==> src/rtl/reg_mask_encoder.sv <==
// reg_mask_encoder: serialises a register mask into lowest-first register indices
module reg_mask_encoder #(
  parameter int NREG = 8,
  parameter int IDXW = 3
) (
  input  logic            clk,
  input  logic            rst,
  input  logic            in_valid,
  output logic            in_ready,
  input  logic [NREG-1:0] in_mask,
  output logic            out_valid,
  input  logic            out_ready,
  output logic [IDXW-1:0] out_idx,
  output logic            out_last,
  output logic [IDXW:0]   out_cnt,
  output logic            busy
);
  typedef enum logic {IDLE, EMIT} state_t;
  state_t state;
  logic [NREG-1:0] pending;
  logic [NREG-1:0] rest;
  logic [IDXW:0] cnt;
  assign rest = pending & (pending - NREG'(1));
  assign in_ready = (state == IDLE) & ~rst;
  assign out_valid = state == EMIT;
  assign busy = state == EMIT;
  assign out_last = out_valid & ~|rest;
  // index of the lowest pending set bit
  always_comb begin
    out_idx = '0;
    for (int i = NREG - 1; i >= 0; i--) out_idx = pending[i] ? IDXW'(i) : out_idx;
  end
  // popcount of the incoming mask
  always_comb begin
    cnt = '0;
    for (int i = 0; i < NREG; i++) cnt = cnt + (IDXW + 1)'(in_mask[i]);
  end
  // accept masks in IDLE, retire the lowest pending bit on each handshake
  always_ff @(posedge clk or posedge rst) begin
    if (rst) begin
      state   <= IDLE;
      pending <= '0;
      out_cnt <= '0;
    end else if (state == IDLE) begin
      if (in_valid && |in_mask) begin
        pending <= in_mask;
        out_cnt <= cnt;
        state   <= EMIT;
      end
    end else if (out_ready) begin
      pending <= rest;
      if (out_last) state <= IDLE;
    end
  end
endmodule

==> config.mk <==
export PLATFORM = sky130hd
export DESIGN_NAME = reg_mask_encoder
export DESIGN_NICKNAME = d
export VERILOG_FILES = /design/src/rtl/reg_mask_encoder.sv
export SDC_FILE = /design/constraint.sdc
export NUM_CORES = 1
export LEC_CHECK = 0
export ABC_AREA = 1
export CORE_AREA = 5 5 55 57
export DETAILED_ROUTE_END_ITERATION = 7
export DIE_AREA = 0 0 60 62
export PLACE_DENSITY = 0.81
export SYNTH_ARGS = -nofsm -noshare
export SYNTH_HDL_FRONTEND = slang
export SYNTH_SLANG_ARGS = --single-unit
==> constraint.sdc <==
create_clock -name clk -period 1.1 [get_ports clk]
set_input_delay 0.22 -clock clk [delete_from_list [all_inputs] [get_ports clk]]
set_output_delay 0.22 -clock clk [all_outputs]
set_load 0.05 [all_outputs]
* Word-level counts from Yosys, hierarchy flattened *
Index checks and enable logic that the tools add are counted.

cells by class
  $add $sub $neg = 8
  equality and inequality tests = 1
  multiplexer cells = 15
  bitwise logic cells = 5
  reductions and logical operators = 7

operators with widths
  cell                                                                 count
  3-bit 2-to-1 mux                                                     8
  8-bit 2-to-1 mux                                                     3
  4-bit by 1-bit adder with 4-bit output                               4
  8-bit OR reduction                                                   2
  8-bit AND                                                            1
  8-bit by 1-bit subtractor with 8-bit output (second input constant)  1
  3-bit by 1-bit adder with 4-bit output                               1
  1-bit 2-to-1 mux                                                     4
  2-bit AND reduction                                                  2
  2-bit by 1-bit adder with 3-bit output                               1
  1-bit by 1-bit adder with 2-bit output                               1
  1-bit AND                                                            2
  2-bit != test (second input constant)                                1
  1-bit NOT                                                            2
  2-bit nonzero test                                                   1
  1-bit logical AND                                                    1
  1-bit zero test                                                      1

word-level totals
  register bits = 13
  input bits = 12
  output and inout bits = 11

* Longest topological paths before layout *
Gate-level depths: netlist of the first run.

  word-level depth = 8
  depth in mapped cells = 10
  mapped depth without buffers = 10

* Least setup slack after synthesis of the first run *
No wires, ideal clock.

  path type = input to register
  start = in in_mask[0]
  end = reg out_cnt[2]
  setup time = 0.076 ns
  arrival time = 2.528 ns
  data required time = 1.024 ns
  setup slack = -1.504 ns
  stages on the path = 10
  cells stage by stage = fa_1 inv_1 fa_1 fa_1 inv_1 ha_1 inv_1 fa_1 xor2_1 o21ai_1

on the way
  word-level cells in the longest chain between the ends = 7

RTL lines
  what                                                  RTL line  RTL
  start, declared                                       10        input logic [NREG-1:0] in_mask,
  1-bit by 1-bit adder with 2-bit output                36        for (int i = 0; i < NREG; i++) cnt = cnt + (IDXW + 1)'(in_mask[i]);
  2-bit by 1-bit adder with 3-bit output                36
  3-bit by 1-bit adder with 4-bit output                36
  4-bit by 1-bit adder with 4-bit output (4 in series)  36
  end signal, assigned                                  47        out_cnt <= cnt;
  end, declared                                         15        output logic [IDXW:0] out_cnt,

Parallel ways exist; a longest one is shown, timed or not.
A chain may end at the register's enable or synchronous reset.

* Worst setup path after layout of the first run *
  start = in in_mask[3]
  end = reg out_cnt[1]

on the way
  word-level cells in the longest chain between the ends = 5

RTL lines
  what                                                  RTL line
  3-bit by 1-bit adder with 4-bit output                36
  4-bit by 1-bit adder with 4-bit output (4 in series)  36

Parallel ways exist; a longest one is shown, timed or not.

==> results of run 1 <==
-- stage by stage --
stage / setup WS [ps] / total power [W] / hold slack [ps]
global route: -1580 / 0.00817 / 342
floorplan: -1500 / 0.00362 / 96.9
global placement: -2020 / 0.00587 / 527
CTS: -1490 / 0.00725 / 312
finish: -1530 / 0.00775 / 307
detailed placement: -2090 / 0.00603 / 535
-- sequential cells by signal (all words and copies together) (netlist names) --
| signal | flops |
|---|---|
| pending | 8 |
| out_cnt | 4 |
| busy | 1 |
-- layout make-up --
type                       instances  share of cell area
sequential                        13               0.154
clock buffer                       4              0.0124
timing repair buffer              74               0.372
tap                               30              0.0177
inverter                          22              0.0437
multi-input combinational        100               0.400
-- routing by layer --
layer,global-route usage,vias up,routed length [um]
met5,0,-,0
met1,0.259,610,1510
met4,0.152,0,201
met3,0.0413,20,197
li1,-,586,-
met2,0.472,52,2170
-- worst paths after layout --
kind                                        startpoint                endpoint  slack [ps]  cells after the start
min in group clk                            in_mask[0]  pending[0]$_DFFE_PP0P_         320                      4
worst max-delay path                        in_mask[3]  out_cnt[1]$_DFFE_PP0P_       -1530                     10
max in group asynchronous                          rst  pending[1]$_DFFE_PP0P_         610                      3
worst min register to register  out_cnt[2]$_DFFE_PP0P_  out_cnt[2]$_DFFE_PP0P_         580                      2
worst min-delay path                               rst          busy$_DFF_PP0_         310                      3
worst max register to register  pending[1]$_DFFE_PP0P_          busy$_DFF_PP0_        -410                     10
-- worst max-delay path: cells and delay by family --
family,cells,cell delay [ps]
buf+inv,4,250
fa+ha+maj,5,2240
compound gates,1,130
-- repair_timing --
action	CTS	global route
resized for setup	53	18
hold endpoints to repair	0	0
buffers inserted	15	5
endpoints found under the setup margin	20	24
pin swaps	23	14
-- cell families after synthesis --
| group | Yosys count | synth area share |
|---|---|---|
| AND/OR/NAND/NOR | 74 | 0.348 |
| adder cells (fa/ha/maj) | 8 | 0.128 |
| buffers and inverters | 25 | 0.105 |
| flip-flops | 13 | 0.321 |
| AO/OA/AOI/OAI | 17 | 0.0900 |
| XOR/XNOR | 1 | 0.00863 |
-- cells in the final DEF (no fill, tap or decap), drive strengths merged, types with 4 or more instances in the layout --
cell type / synthesis / layout
nor2: 14 / 14
ha: 4 / 4
o21ai: 11 / 11
clkbuf: 0 / 4
buf: 3 / 66
fa: 4 / 4
nand2: 44 / 44
clkdlybuf4s50: 0 / 7
nand3: 12 / 12
inv: 22 / 22
dfrtp: 13 / 13
-- power groups by stage --
stage                     Clock, W  Sequential [W]  Combinational [W]
after floorplan                  0         0.00120            0.00242
after global placement           0        0.000920            0.00495
after detailed placement         0        0.000931            0.00510
after CTS                 0.000319        0.000933            0.00600
after global routing      0.000346        0.000996            0.00683
final                     0.000331        0.000964            0.00645
==> impl_results.md, run 1 <==
- Status: complete, but fails checks
- Violated checks: setup timing
- Routed WL: 4080 um
- Worst setup EP type: register
- Worst-path cell chain: buf_6, fa_1, inv_2, fa_1, fa_2, inv_2, ha_4, inv_2, fa_2, o21ai_2
- Synth top area share: 0.321
- First-pass GRT wire length: 6800 um
- Initial antenna violation count: 0
- Top Ports: 23
- # DRC: 0
- DR pass1 iterations: 4
- Synthesized area: 1010 um^2
- Yosys synthesis warning count: 0
- Number of CTS-inserted buffers: 3
- Fill cell count: 120
- Crit-path max FO: 2
- Combinational Power Share: 0.833
- Detailed-placement wirelength estimate: 2500 um
- Top cells by count, synth: nand2_1, inv_1, dfrtp_1
- Area leader, netlist: dfrtp_1
- Most common cell on crit path: inv_2
- Register area: 327 um^2
- Slew Limit Fails: 0
- Insertion delay to the later sink of the worst-skew pair: 290 ps
- Die W: 60 um
- Worst Clk Skew: 12.5 ps
- Nets: 234
- Die Y: 62 um
- Hold buffer count at cts: 0
- Area of the multi-input gates: 847 um^2
- Worst-path clk slew: 100 ps
- Avg Inst Size Synth: 7.35 um^2
- Clock power share: 0.043
- Period utilization: 2.39
- Number of global-route vias before repair: 1489
- Port Buffers: 22
- Register area share after synthesis: 0.321
- Internal: 0.00409 W
- Setup WS post-layout: -1530 ps
- GRT overflow: 0
- Placed cell count: 226
- Final setup fails: 22
- Fin util: 0.870
- Final min period: 2630 ps
- MaxCap Viol Count: 0
- Finished Cell Area: 2120 um^2
- Switching Share: 0.473
- Sink Count: 13
- Largest net degree at the start of global routing: 14
- Placed cell area: 1790 um^2
- Starting density of the core: 0.417
- Net Sw Power: 0.00366 W
- Drt wl/cell: 16.8 um
- Die ar.: 3720 um^2
- VDD IR max: 3.17 mV
- Clk root buf: clkbuf_4
- Slew margin rel.: 0.844
- DR vias: 1268
- Fmax: 0.381 GHz
- Clock buffer depth: 2
- Unrepaired setup endpoints after global routing: true
- Top area cells in the synthesized netlist: dfrtp_1, nand2_1, fa_1
- GPL Wtd Cong: 0.928
- Req. time, crit path: 1310 ps
- Post-Syn Instances: 138
- Worst setup SP type: input port
- Share of post-route cells with drive strength above 1: 0.596
- PD cells: 3660 nW/um^2
- Layout area overhead: 109%
- Sequential Power Share: 0.124
- CTS tree: yes
- EDFF count, synth: 0
- Routed Antenna Nets: 0
- Net Count, Synth: 158
- FP Rows: 18
- Setup TNS: -10930 ps
- Count leader, synth: nand2_1
- Critical path arrival: 2840 ps
- Htree depth: 1
- Worst-margin pin slew: 232 ps
- Fin. Hold Viols: 0
- Initial DRC count: 41
- CP Class: input port to register
- Finished Layout Cells: 243
- Vias per cell: 5.22
- GRT Overall Usage: 0.251
- Synth Flop Type: dfrtp_1
- Yosys reg bits: 13
- Post-synthesis async set-or-reset flop share: 1.00
- Ant. Diodes: 0
- Core ar.: 2430 um^2
- CP peak stage delay: 610 ps
- Worst Hold Class: input port to asynchronous set/reset pin
- Count of different cell masters after synthesis: 26
- Worst path slowest cell: fa_2
- Leakage: 1.04 nW
No activity file was read; power rests on OpenSTA's default activity.
==> run 2: changes to the inputs <==
TNS_END_PERCENT = 100   (was not set)
==> results of run 2 <==
Same layout as run 1: the final DEF is identical, and so are final timing and power.
==> run 3: changes to the inputs <==
CORE_AREA = 2 2 52 54   (was 5 5 55 57)
DIE_AREA = 0 0 54 56   (was 0 0 60 62)
==> run 3 against run 2 <==
Effect of this change:
- the run still ends with setup timing left
- non-clock buffer count rose by 4
- die area down 19%
- combinational power increased by 5.6%
- global-route usage increased by 11 points
- final area rose by 4.3%
- hold slack better by 36 ps
- clock power increased by 1%
- power grew 4.6%
- fmax increased by 1.8%
- setup slack gained 47 ps
==> impl_results.md, run 3 (synthesis results as in run 1) <==
- Crit-path max FO: 2 (unchanged)
- Core ar.: 2430 um^2 (unchanged)
- R2r setup slk: -560 ps (-150 ps)
- Routed Antenna Nets: 0 (unchanged)
- RR Startpoint: pending[1]$_DFFE_PP0P_
- Clock buffer depth: 2 (unchanged)
- Hold buffer count at cts: 0 (unchanged)
- Insertion delay to the later sink of the worst-skew pair: 290 ps (about the same)
- Vias per cell: 5.62 (+7.7%)
- Critical path arrival: 2760 ps (-80 ps)
- Final min period: 2580 ps (-47.1 ps)
- Most common cell on crit path: inv_2
- Routed WL: 4910 um (+20%)
- Drt wl/cell: 19.9 um (+18%)
- DR pass1 iterations: 4 (unchanged)
- Final setup fails: 23 (+4.5%)
- Status: complete, but fails checks
- Top Family by Delay on Critical Path: adder cells
- VDD IR max: 3.16 mV (-0.37%)
- Overall power: 0.00811 W (+4.6%)
- Clk root buf: clkbuf_4
- Share of post-route cells with drive strength above 1: 0.631 (+0.0351)
- Slew margin rel.: 0.742 (-0.102)
- Setup WS post-layout: -1480 ps (+47.1 ps)
- Req. time, crit path: 1280 ps (-30 ps)
- Die W: 54 um (-10%)
- Die ar.: 3020 um^2 (-19%)
- Area of the multi-input gates: 855 um^2 (+0.89%)
- Fmax: 0.388 GHz (+1.8%)
- Initial antenna violation count: 0 (unchanged)
- # DRC: 0 (unchanged)
- CTS tree: yes
- MaxCap Viol Count: 0 (unchanged)
- Top Ports: 23 (unchanged)
- Max reg flops: 8 (unchanged)
- Worst-margin pin slew: 382 ps (+151 ps)
- Starting density of the core: 0.417 (unchanged)
- First-pass GRT wire length: 7660 um (+13%)
- R2R cell count: 12 (+2)
- Number of CTS-inserted buffers: 3 (unchanged)
- Leakage: 1.10 nW (+5.3%)
- FP Rows: 18 (unchanged)
- Sink Count: 13 (unchanged)
- Ant. Diodes: 0 (unchanged)
- GRT Overall Usage: 0.357 (+0.106)
- GRT overflow: 0 (unchanged)
- Slew Limit Fails: 0 (unchanged)
- Worst setup SP type: input port
- PD cells: 3670 nW/um^2 (+0.35%)
- Number of global-route vias before repair: 1568 (+5.3%)
- Worst path slowest cell: fa_1
- Unrepaired setup endpoints after global routing: true
- Period utilization: 2.34 (-0.0428)
- Htree depth: 1 (unchanged)
- Initial DRC count: 89 (+120%)
- Fill cell count: 93 (-23%)
- Detailed-placement wirelength estimate: 2620 um (+4.6%)
- Worst-path clk slew: 90 ps (about the same)
- Die Y: 56 um (-9.7%)
- Worst-path cell chain: buf_8, fa_1, inv_2, fa_1, fa_2, inv_2, ha_4, inv_2, fa_2, xor2_1, o21ai_1
- Fin. Hold Viols: 0 (unchanged)
- Worst Hold Class: input port to register
- Largest net degree at the start of global routing: 14 (unchanged)
- Leading cell type in the layout, fill and taps excluded: buf_4
- Worst Clk Skew: 1.50 ps (-11.0 ps)
- Nets: 238 (+1.7%)
- CP peak stage delay: 560 ps (-50 ps)
- CP Launch Point: in_mask[1]
- DR vias: 1388 (+9.5%)
- Worst reg2reg path endpoint: busy$_DFF_PP0_
- Layout area overhead: 118%
- Critical path endpoint: out_cnt[2]$_DFFE_PP0P_
- Stages on worst setup path: 11 (+1)
- GPL Wtd Cong: 0.802 (-14%)
- Register area: 327 um^2 (unchanged)
- Violated checks: setup timing
- Minimum hold slack: 343 ps (+35.7 ps)
- Min-delay src: in_mask[0]
- Worst setup EP type: register
- Worst path bufs/invs: 4 (unchanged)
- Top reg by flops: pending
- Port Buffers: 22 (unchanged)
- CP Class: input port to register
- Most frequent cells in the layout: buf_4, nand2_1, buf_6
[run 3: changes by cell type in the layout (fill, tap and decap cells not counted), sizes merged]
cell,before,now
clkdlybuf4s50,7,3
buf,66,70
dlygate4sd2,1,5
[run 3: cell type report]
class / count / share of cell area
multi-input combinational: 100 / 0.387
timing repair buffer: 78 / 0.394
tap: 30 / 0.0170
clock buffer: 4 / 0.0119
inverter: 22 / 0.0420
sequential: 13 / 0.148
[run 3: power by group]
| group | internal (W) | switching [W] |
|---|---|---|
| logic | 0.00339 | 0.00342 |
| clock network | 0.000141 | 0.000193 |
| registers | 0.000691 | 0.000270 |
[run 3: repair_timing]
item | in CTS | in global routing
hold endpoints to repair | 0 | 0
pin swaps | 26 | 18
setup buffers | 13 | 7
gates cloned | 1 | 0
endpoints found under the setup margin | 20 | 24
resized for setup | 70 | 18
[run 3: stage by stage]
stage | instance area, um^2 | utilization | instances | TNS [ps] | worst slack (ps)
final | 2210 | 0.907 | 247 | -11780 | -1480
after global routing | 2210 | 0.907 | 247 | -12530 | -1530
after CTS | 2120 | 0.872 | 242 | -10660 | -1470
after detailed placement | 1810 | 0.743 | 225 | -15580 | -2100
after global placement | 1810 | 0.743 | 225 | -14520 | -2000
after floorplan | 1150 | - | 138 | -7600 | -1500
[run 3: metal layers]
metal  vias up  global-route usage  wire length, um
met4         0               0.189              365
met3        35               0.118              407
met5         -                   0                0
met1       655               0.378             1730
li1        592                   -                -
met2       106               0.601             2410
[run 3: worst register-to-register path, stage by stage, from the launching register on]
cell	delay, ps
dfrtp_1	420
nor2_4	170
nand3b_1	130
nand2_2	120
inv_2	50
nor2_4	120
buf_6	110
buf_6	90
buf_6	80
buf_6	80
nand3_2	80
nand2_2	80
inv_1	40
[run 3: worst min-delay path by stage]
stage | endpoint | cells past startpoint | slack, ps
4_1_cts | busy$_DFF_PP0_ | 3 | 330
5_1_grt | out_cnt[3]$_DFFE_PP0P_ | 3 | 370
3_5_place_dp | out_cnt[3]$_DFFE_PP0P_ | 2 | 540
3_3_place_gp | out_cnt[0]$_DFFE_PP0P_ | 2 | 530
2_1_floorplan | out_cnt[0]$_DFFE_PP0P_ | 1 | 100
6_report | pending[0]$_DFFE_PP0P_ | 4 | 340
